==> src/rtl/cpu_control_multi.sv <==
// Multi-cycle control FSM for the MIPS-subset CPU: sequences IF/ID/EXE/MEM/WB
// over a shared ALU and single memory, stalling on the memory ready handshake.
module cpu_control_multi #(
  parameter bit STALL_ON_MEM = 1'b1
) (
  input  logic       clk,
  input  logic       clrn,
  input  logic [5:0] op,
  input  logic [5:0] func,
  input  logic       z,
  input  logic       mem_ready,
  output logic       wpc,
  output logic       wir,
  output logic       wmem,
  output logic       wreg,
  output logic       iord,
  output logic       regrt,
  output logic       m2reg,
  output logic       jal,
  output logic       shift,
  output logic       sext,
  output logic       alusrca,
  output logic [1:0] alusrcb,
  output logic [3:0] aluc,
  output logic [1:0] pcsource,
  output logic [2:0] state
);

  typedef enum logic [2:0] {
    S_IF  = 3'd0,
    S_ID  = 3'd1,
    S_EXE = 3'd2,
    S_MEM = 3'd3,
    S_WB  = 3'd4
  } state_t;

  state_t state_q, next_state;

  logic ready;
  logic r_type;
  logic i_add, i_sub, i_and, i_or, i_xor, i_sll, i_srl, i_sra, i_jr;
  logic i_addi, i_andi, i_ori, i_xori, i_lw, i_sw, i_beq, i_bne, i_lui, i_j, i_jal;
  logic valid;
  logic [3:0] alu_op;
  logic wpc_raw, wir_raw, wmem_raw, wreg_raw;

  assign ready = STALL_ON_MEM ? mem_ready : 1'b1;

  assign r_type = (op == 6'b000000);
  assign i_add  = r_type & (func == 6'b100000);
  assign i_sub  = r_type & (func == 6'b100010);
  assign i_and  = r_type & (func == 6'b100100);
  assign i_or   = r_type & (func == 6'b100101);
  assign i_xor  = r_type & (func == 6'b100110);
  assign i_sll  = r_type & (func == 6'b000000);
  assign i_srl  = r_type & (func == 6'b000010);
  assign i_sra  = r_type & (func == 6'b000011);
  assign i_jr   = r_type & (func == 6'b001000);
  assign i_addi = (op == 6'b001000);
  assign i_andi = (op == 6'b001100);
  assign i_ori  = (op == 6'b001101);
  assign i_xori = (op == 6'b001110);
  assign i_lw   = (op == 6'b100011);
  assign i_sw   = (op == 6'b101011);
  assign i_beq  = (op == 6'b000100);
  assign i_bne  = (op == 6'b000101);
  assign i_lui  = (op == 6'b001111);
  assign i_j    = (op == 6'b000010);
  assign i_jal  = (op == 6'b000011);

  assign valid = i_add | i_sub | i_and | i_or | i_xor | i_sll | i_srl | i_sra | i_jr |
                 i_addi | i_andi | i_ori | i_xori | i_lw | i_sw | i_beq | i_bne |
                 i_lui | i_j | i_jal;

  always_comb begin
    alu_op = 4'b0000;
    if (i_sub)                              alu_op = 4'b0100;
    else if (i_and | i_andi)                alu_op = 4'b0001;
    else if (i_or | i_ori)                  alu_op = 4'b0101;
    else if (i_xor | i_xori | i_beq | i_bne) alu_op = 4'b0010;
    else if (i_lui)                         alu_op = 4'b0110;
    else if (i_sll)                         alu_op = 4'b0011;
    else if (i_srl)                         alu_op = 4'b0111;
    else if (i_sra)                         alu_op = 4'b1111;
  end

  always_ff @(posedge clk or negedge clrn) begin
    if (!clrn) state_q <= S_IF;
    else       state_q <= next_state;
  end

  // Outputs are Mealy-style: they react to op/func/z/mem_ready within the cycle.
  always_comb begin
    next_state = S_IF;
    wpc_raw    = 1'b0;
    wir_raw    = 1'b0;
    wmem_raw   = 1'b0;
    wreg_raw   = 1'b0;
    iord       = 1'b0;
    regrt      = 1'b0;
    m2reg      = 1'b0;
    jal        = 1'b0;
    shift      = 1'b0;
    alusrca    = 1'b0;
    alusrcb    = 2'b00;
    aluc       = 4'b0000;
    pcsource   = 2'b00;
    case (state_q)
      S_IF: begin
        alusrcb    = 2'b01;
        wpc_raw    = ready;
        wir_raw    = ready;
        next_state = ready ? S_ID : S_IF;
      end
      S_ID: begin
        alusrcb = 2'b11;
        if (i_j) begin
          wpc_raw  = 1'b1;
          pcsource = 2'b11;
        end else if (i_jal) begin
          wpc_raw  = 1'b1;
          pcsource = 2'b11;
          wreg_raw = 1'b1;
          jal      = 1'b1;
        end else if (i_jr) begin
          wpc_raw  = 1'b1;
          pcsource = 2'b10;
        end else if (valid) begin
          next_state = S_EXE;
        end
      end
      S_EXE: begin
        alusrca = 1'b1;
        shift   = i_sll | i_srl | i_sra;
        alusrcb = (r_type | i_beq | i_bne) ? 2'b00 : 2'b10;
        aluc    = alu_op;
        if (i_beq | i_bne) begin
          wpc_raw  = (i_beq & z) | (i_bne & ~z);
          pcsource = 2'b01;
        end else if (i_lw | i_sw) begin
          next_state = S_MEM;
        end else begin
          next_state = S_WB;
        end
      end
      S_MEM: begin
        iord     = 1'b1;
        wmem_raw = i_sw;
        if (!ready)     next_state = S_MEM;
        else if (i_lw)  next_state = S_WB;
      end
      S_WB: begin
        wreg_raw = 1'b1;
        m2reg    = i_lw;
        regrt    = i_addi | i_andi | i_ori | i_xori | i_lw | i_lui;
      end
      default: next_state = S_IF;
    endcase
  end

  // Write enables drop the instant reset asserts, even mid-access.
  assign wpc   = wpc_raw & clrn;
  assign wir   = wir_raw & clrn;
  assign wmem  = wmem_raw & clrn;
  assign wreg  = wreg_raw & clrn;
  assign sext  = i_addi | i_lw | i_sw | i_beq | i_bne;
  assign state = state_q;

endmodule

==> config.mk <==
export PLATFORM = sky130hd
export DESIGN_NAME = cpu_control_multi
export DESIGN_NICKNAME = d
export VERILOG_FILES = /design/src/rtl/cpu_control_multi.sv
export SDC_FILE = /design/constraint.sdc
export NUM_CORES = 1
export LEC_CHECK = 0
export CORE_ASPECT_RATIO = 1.1
export CORE_UTILIZATION = 41
export CTS_CLUSTER_SIZE = 14
export DETAILED_ROUTE_END_ITERATION = 12
export PLACE_DENSITY = 0.87
export RECOVER_POWER = 100
export SLEW_MARGIN = 5
export SYNTH_ARGS = -nofsm -noshare
export SYNTH_HDL_FRONTEND = slang
export SYNTH_SLANG_ARGS = --single-unit
==> constraint.sdc <==
create_clock -name clk -period 4.1 [get_ports clk]
set_clock_uncertainty 0.2 [all_clocks]
set_input_delay 0.82 -clock clk [delete_from_list [all_inputs] [get_ports clk]]
set_output_delay 0.82 -clock clk [all_outputs]
set_load 0.02 [all_outputs]
# Yosys cells after proc, flatten, opt, wreduce, memory -nomap -nowiden
# Cells that the tools add are included.
# word_totals
elab_cells,125
ramBits,0
reg_bits,3
input_bits,16
output_inout_bits,22
memories,0
rom_bits,0
latchBits,0
# op_classes
shift,0
reduce_logical,3
n_mul,0
n_bitwise,56
n_eq_ne,23
muxes,42
div_mod_pow,0
add_sub_neg,0
order_cmp,0
# ops
op,n
"equality test 6 bit, second input constant",7
bitwise OR 1 bit,40
"equality test 6 x 4 -> 1 bit, second input constant",6
2-to-1 mux 4 bit,9
"equality test 6 x 2 -> 1 bit, second input constant",4
2-to-1 mux 1 bit,16
2-to-1 mux 2 bit,8
AND 1 bit,15
"equality test 6 x 3 -> 1 bit, second input constant",2
logical NOT 6 bit,2
2-to-1 mux 3 bit,4
one-hot mux 3 bit (4 select lines),1
"equality test 3 x 2 -> 1 bit, second input constant",2
one-hot mux 2 bit (3 select lines),1
one-hot mux 2 bit (2 select lines),1
"equality test 3 x 1 -> 1 bit, second input constant",1
"equality test 3 bit, second input constant",1
logical NOT 3 bit,1
one-hot mux 1 bit (3 select lines),1
one-hot mux 1 bit (2 select lines),1
inverter 1 bit,1

# Logic depth before layout (Yosys ltp)
# logic_depth
ltp_word,26
depth_mapped,6
mapped_depth_nobuf,5

# Worst setup path before layout
# No wires, ideal clock.
# synth_timing
path_type,input to output
from,input port op[4]
to,output port aluc[1]
path_stages,6
required_time_ns,3.080
path_slack_ns,0.829
path_buffers,1
t_arrival_ns,2.251
cell_sequence,buf_2 nor2_1 nand4b_1 nor2_1 a22oi_1 nor4_1
# synth_between
elab_chain_cells,11
elab_cells_between_ends,28
classes_between,eq/ne: 6; mux: 9; bitwise: 12; reduce/logical: 1
# synth_rtl
element,line,source
"start, declared",8,"input logic [5:0] op,"
logical NOT 6 bit,49,assign r_type = (op == 6'b000000);
AND 1 bit,57,assign i_sra = r_type & (func == 6'b000011);
2-to-1 mux 4 bit,84,else if (i_sra) alu_op = 4'b1111;
2-to-1 mux 4 bit,83,else if (i_srl) alu_op = 4'b0111;
2-to-1 mux 4 bit,82,else if (i_sll) alu_op = 4'b0011;
2-to-1 mux 4 bit,81,else if (i_lui) alu_op = 4'b0110;
2-to-1 mux 4 bit,80,else if (i_xor | i_xori | i_beq | i_bne) alu_op = 4'b0010;
2-to-1 mux 4 bit,79,else if (i_or | i_ori) alu_op = 4'b0101;
2-to-1 mux 4 bit,78,else if (i_and | i_andi) alu_op = 4'b0001;
2-to-1 mux 4 bit *,77,if (i_sub) alu_op = 4'b0100;
2-to-1 mux 4 bit *,108,case (state_q)
"end, declared",24,"output logic [3:0] aluc,"
# Every way passes the cells marked *; elsewhere a longest branch is shown, timed or not.

# Worst setup path in the final report
# layout_timing
from,input port func[2]
to,output port aluc[1]
# layout_between
elab_chain_cells,11
elab_cells_between_ends,28
classes_between,eq/ne: 6; mux: 9; bitwise: 12; reduce/logical: 1
# layout_rtl
element,line,source
"start, declared",9,"input logic [5:0] func,"
equality test 6 x 2 -> 1 bit,57,
AND 1 bit,57,
2-to-1 mux 4 bit,84,
2-to-1 mux 4 bit,83,
2-to-1 mux 4 bit,82,
2-to-1 mux 4 bit,81,
2-to-1 mux 4 bit,80,
2-to-1 mux 4 bit,79,
2-to-1 mux 4 bit,78,
2-to-1 mux 4 bit *,77,
2-to-1 mux 4 bit *,108,
# Marks and branches as above.

==> run_results.csv <==
group,metric,value,unit
outcome,status,"completed",
pwr,leakage,0.000461,uW
layout,final_common_cell,"clkdlybuf4s50_1",
floorplan,die_w,40.6,um
floorplan,design.portCount,38,
synthesis,synth.cell_area,672,um^2
placed_design,io_buffers,37,
min_path,hold_class,"reg2reg",
pwr,p_int,114,uW
layout,final_cells,165,
clocking,cts-root-buf,"clkbuf_4",
critical_path,timing.rr.start,"state[0]$_DFF_PN0_",
detailed_routing,postRouteWirelength,2.13,mm
layout,num-fill-cells,115,
pwr,power_density,160,mW/mm^2
sta,setup_tns,0,ps
sta,fmax,0.250,GHz
clocking,clk_pin_slew,40,ps
min_path,min_to,"state[0]$_DFF_PN0_",
detailed_routing,drt_iter0_drc,28,
clocking,cts_buffer_depth,2,
critical_path,r2r_slack,2560,ps
critical_path,cp-start-kind,"primary input",
synthesis,ys_types,41,
synthesis,ys_seq_area_share,11.2,%
sta,rsz0062_at_grt,"false",
clocking,cts.sinks,3,
global_route,grt_antenna_before_repair,0,
floorplan,die_area,0.00180,mm^2
clocking,post_cts_buffers,0,
clocking,cts-resized-gates,0,
sta,finalHoldViolCount,0,
pwr,peakVddDrop,82.3,uV
global_route,grt_max_degree,10,
critical_path,cp_max_fo,8,
clocking,cts_inserted_buffers,3,
synthesis,synth_area_per_cell,6.59,um^2
sta,post-route-period-util,97.6,%
global_route,grt_pass1_wl,3.33,mm
sta,setup_viol,0,
floorplan,initial_core_util,46.2,%
sta,worst_pin_slew,400,ps
placed_design,dp_hpwl,1.75,mm
detailed_routing,drc,0,
synthesis,synthesis.instances,102,
pwr,combPwrFrac,49.5,%
pwr,switching_power,69.2,uW
floorplan,core,0.00145,mm^2
clocking,h-tree-depth,1,
critical_path,reg2reg_depth,5,
detailed_routing,wl_per_cell,12.9,um
detailed_routing,top_layer_used,"met4",
critical_path,cp_data_required_time,3080,ps
layout,diodes,0,
sta,slew_headroom,73.1,%
critical_path,crit_arrival,2980,ps
min_path,hp-start,"state[1]$_DFF_PN0_",
synthesis,synth-seq-cells,3,
pwr,netSwitchingFraction,37.9,%
placed_design,gp_congestion,0.858,
layout,final_cell_mix,"clkdlybuf4s50_1, dlygate4sd3_1, nor2_1",
pwr,clkPwrFrac,30.2,%
detailed_routing,wl_met3,167,um
clocking,cts_tree,"done",
floorplan,rows,14,
detailed_routing,route.met2.wl,1.08,mm
detailed_routing,m1WireLength,866,um
detailed_routing,drtAntennaViolNets,0,
layout,multi_input_area,564,um^2
clocking,postCtsHoldBufs,0,
critical_path,crit_type,"in2out",
global_route,grt_pass1_vias,860,
sta,fin_crit,4000,ps
global_route,grt-ovfl-total,0,
floorplan,fp.dieH,44.5,um
critical_path,crit_path_end_kind,"primary output",
layout,regArea,75.1,um^2
clocking,clk_latency,240,ps
sta,slew_violations,0,
layout,post_route_cells_drive_above_1_share,15.4,%
critical_path,r2r-end,"state[1]$_DFF_PN0_",
layout,largest_reg_flops,3,
detailed_routing,drt_first_pass_iters,4,
layout,area_growth,69.6,%
min_path,min_path_cells,2,
detailed_routing,via_per_inst,5.81,
pwr,p_seq_share,20.3,%
synthesis,synth_fp_nets,118,
detailed_routing,vias,959,
placed_design,dp_cells,161,
job,cap_violations,0,
layout,fin_nets,166,
global_route,grtUsageTotal,26.0,%
synthesis,yosys_warnings,0,
[power groups by stage]
stage | clock network (uW) | logic, uW | registers [uW]
4_1_cts | 56.6 | 92.9 | 37.2
3_3_place_gp | 0 | 90.5 | 37.6
3_5_place_dp | 0 | 92.6 | 37.6
6_report | 55.2 | 90.4 | 37.2
2_1_floorplan | 0 | 43.3 | 39.5
5_1_grt | 57.9 | 98.3 | 37.7
[worst max-delay path, stage by stage]
cell and delay [ps]:
clkdlybuf4s50_1 530, or2_2 380, o21ai_0 90, o2bb2ai_1 150
a22oi_1 90, nor4_1 270, clkdlybuf4s50_1 640
[stage by stage]
step / utilization [%] / hold slack (ps) / setup WS, ps / cell area (um^2) / power (uW)
2_1_floorplan: - / 324 / 829 / 672 / 82.8
3_3_place_gp: 76.9 / 519 / 153 / 1120 / 128
3_5_place_dp: 76.9 / 524 / 112 / 1120 / 130
4_1_cts: 78.7 / 526 / 111 / 1140 / 187
5_1_grt: 78.4 / 579 / 34.2 / 1140 / 194
6_report: 78.4 / 521 / 100 / 1140 / 183
[layer usage]
layer / vias to the layer above / GRT usage [%]
li1: 473 / -
met1: 434 / 31.6
met2: 50 / 44.8
met3: 2 / 3.02
met4: 0 / 9.33
met5: - / 0
[Yosys cell counts (all sizes together)]
cell type  number  area share, %
nand4b          2            2.6
o21ai           6            4.5
nor4            5            5.6
and4            1            1.3
o2bb2ai         1            1.3
a21boi          1            1.1
or4b            1            1.5
a21oi           7            5.2
a22oi           1            1.1
o21bai          2            2.2
o31ai           1            1.9
nor2b           6            6.7
nor3            3            3.0
o22ai           1           0.93
and2            1           0.93
a31oi           2            1.9
inv             3            1.7
o31a            2            2.6
nand2b          4            4.8
buf             4            3.4
and3b           1            1.3
xnor2           1            1.3
nand3b          1            1.1
nand4           1           0.93
clkbuf          1           0.56
dfrtp           3             11
a32oi           2            2.6
nand2          11            6.1
nand3           4            3.0
and2b           1            1.1
or2             1           0.93
or4             1            1.7
and3            1           0.93
mux2            1            1.7
nor2           17            9.5
nor3b           1            1.9
[worst max-delay path by stage]
stage | start | endpoint | depth (start not counted)
after global placement | op[3] | aluc[1] | 7
after global routing | op[0] | wmem | 7
final | func[2] | aluc[1] | 7
after floorplan | op[4] | aluc[1] | 6
after detailed placement | func[2] | aluc[3] | 5
after CTS | func[2] | aluc[3] | 5
[cell type report]
type | instances | share of cell area [%]
multi-input cells | 91 | 49.5
repair buffers | 48 | 38.9
flip-flops and latches | 3 | 6.59
clock buffers | 4 | 2.31
well taps | 16 | 1.76
inverters | 3 | 0.988
[cell families after synthesis]
group           Yosys count  synth area share, %
buf+inv                   8                 5.59
compound gates           26                 25.3
flops                     3                 11.2
simple gates             63                 54.9
mux                       1                 1.68
xor+xnor                  1                 1.30
Note: power is estimated with default switching activity, not from simulation.
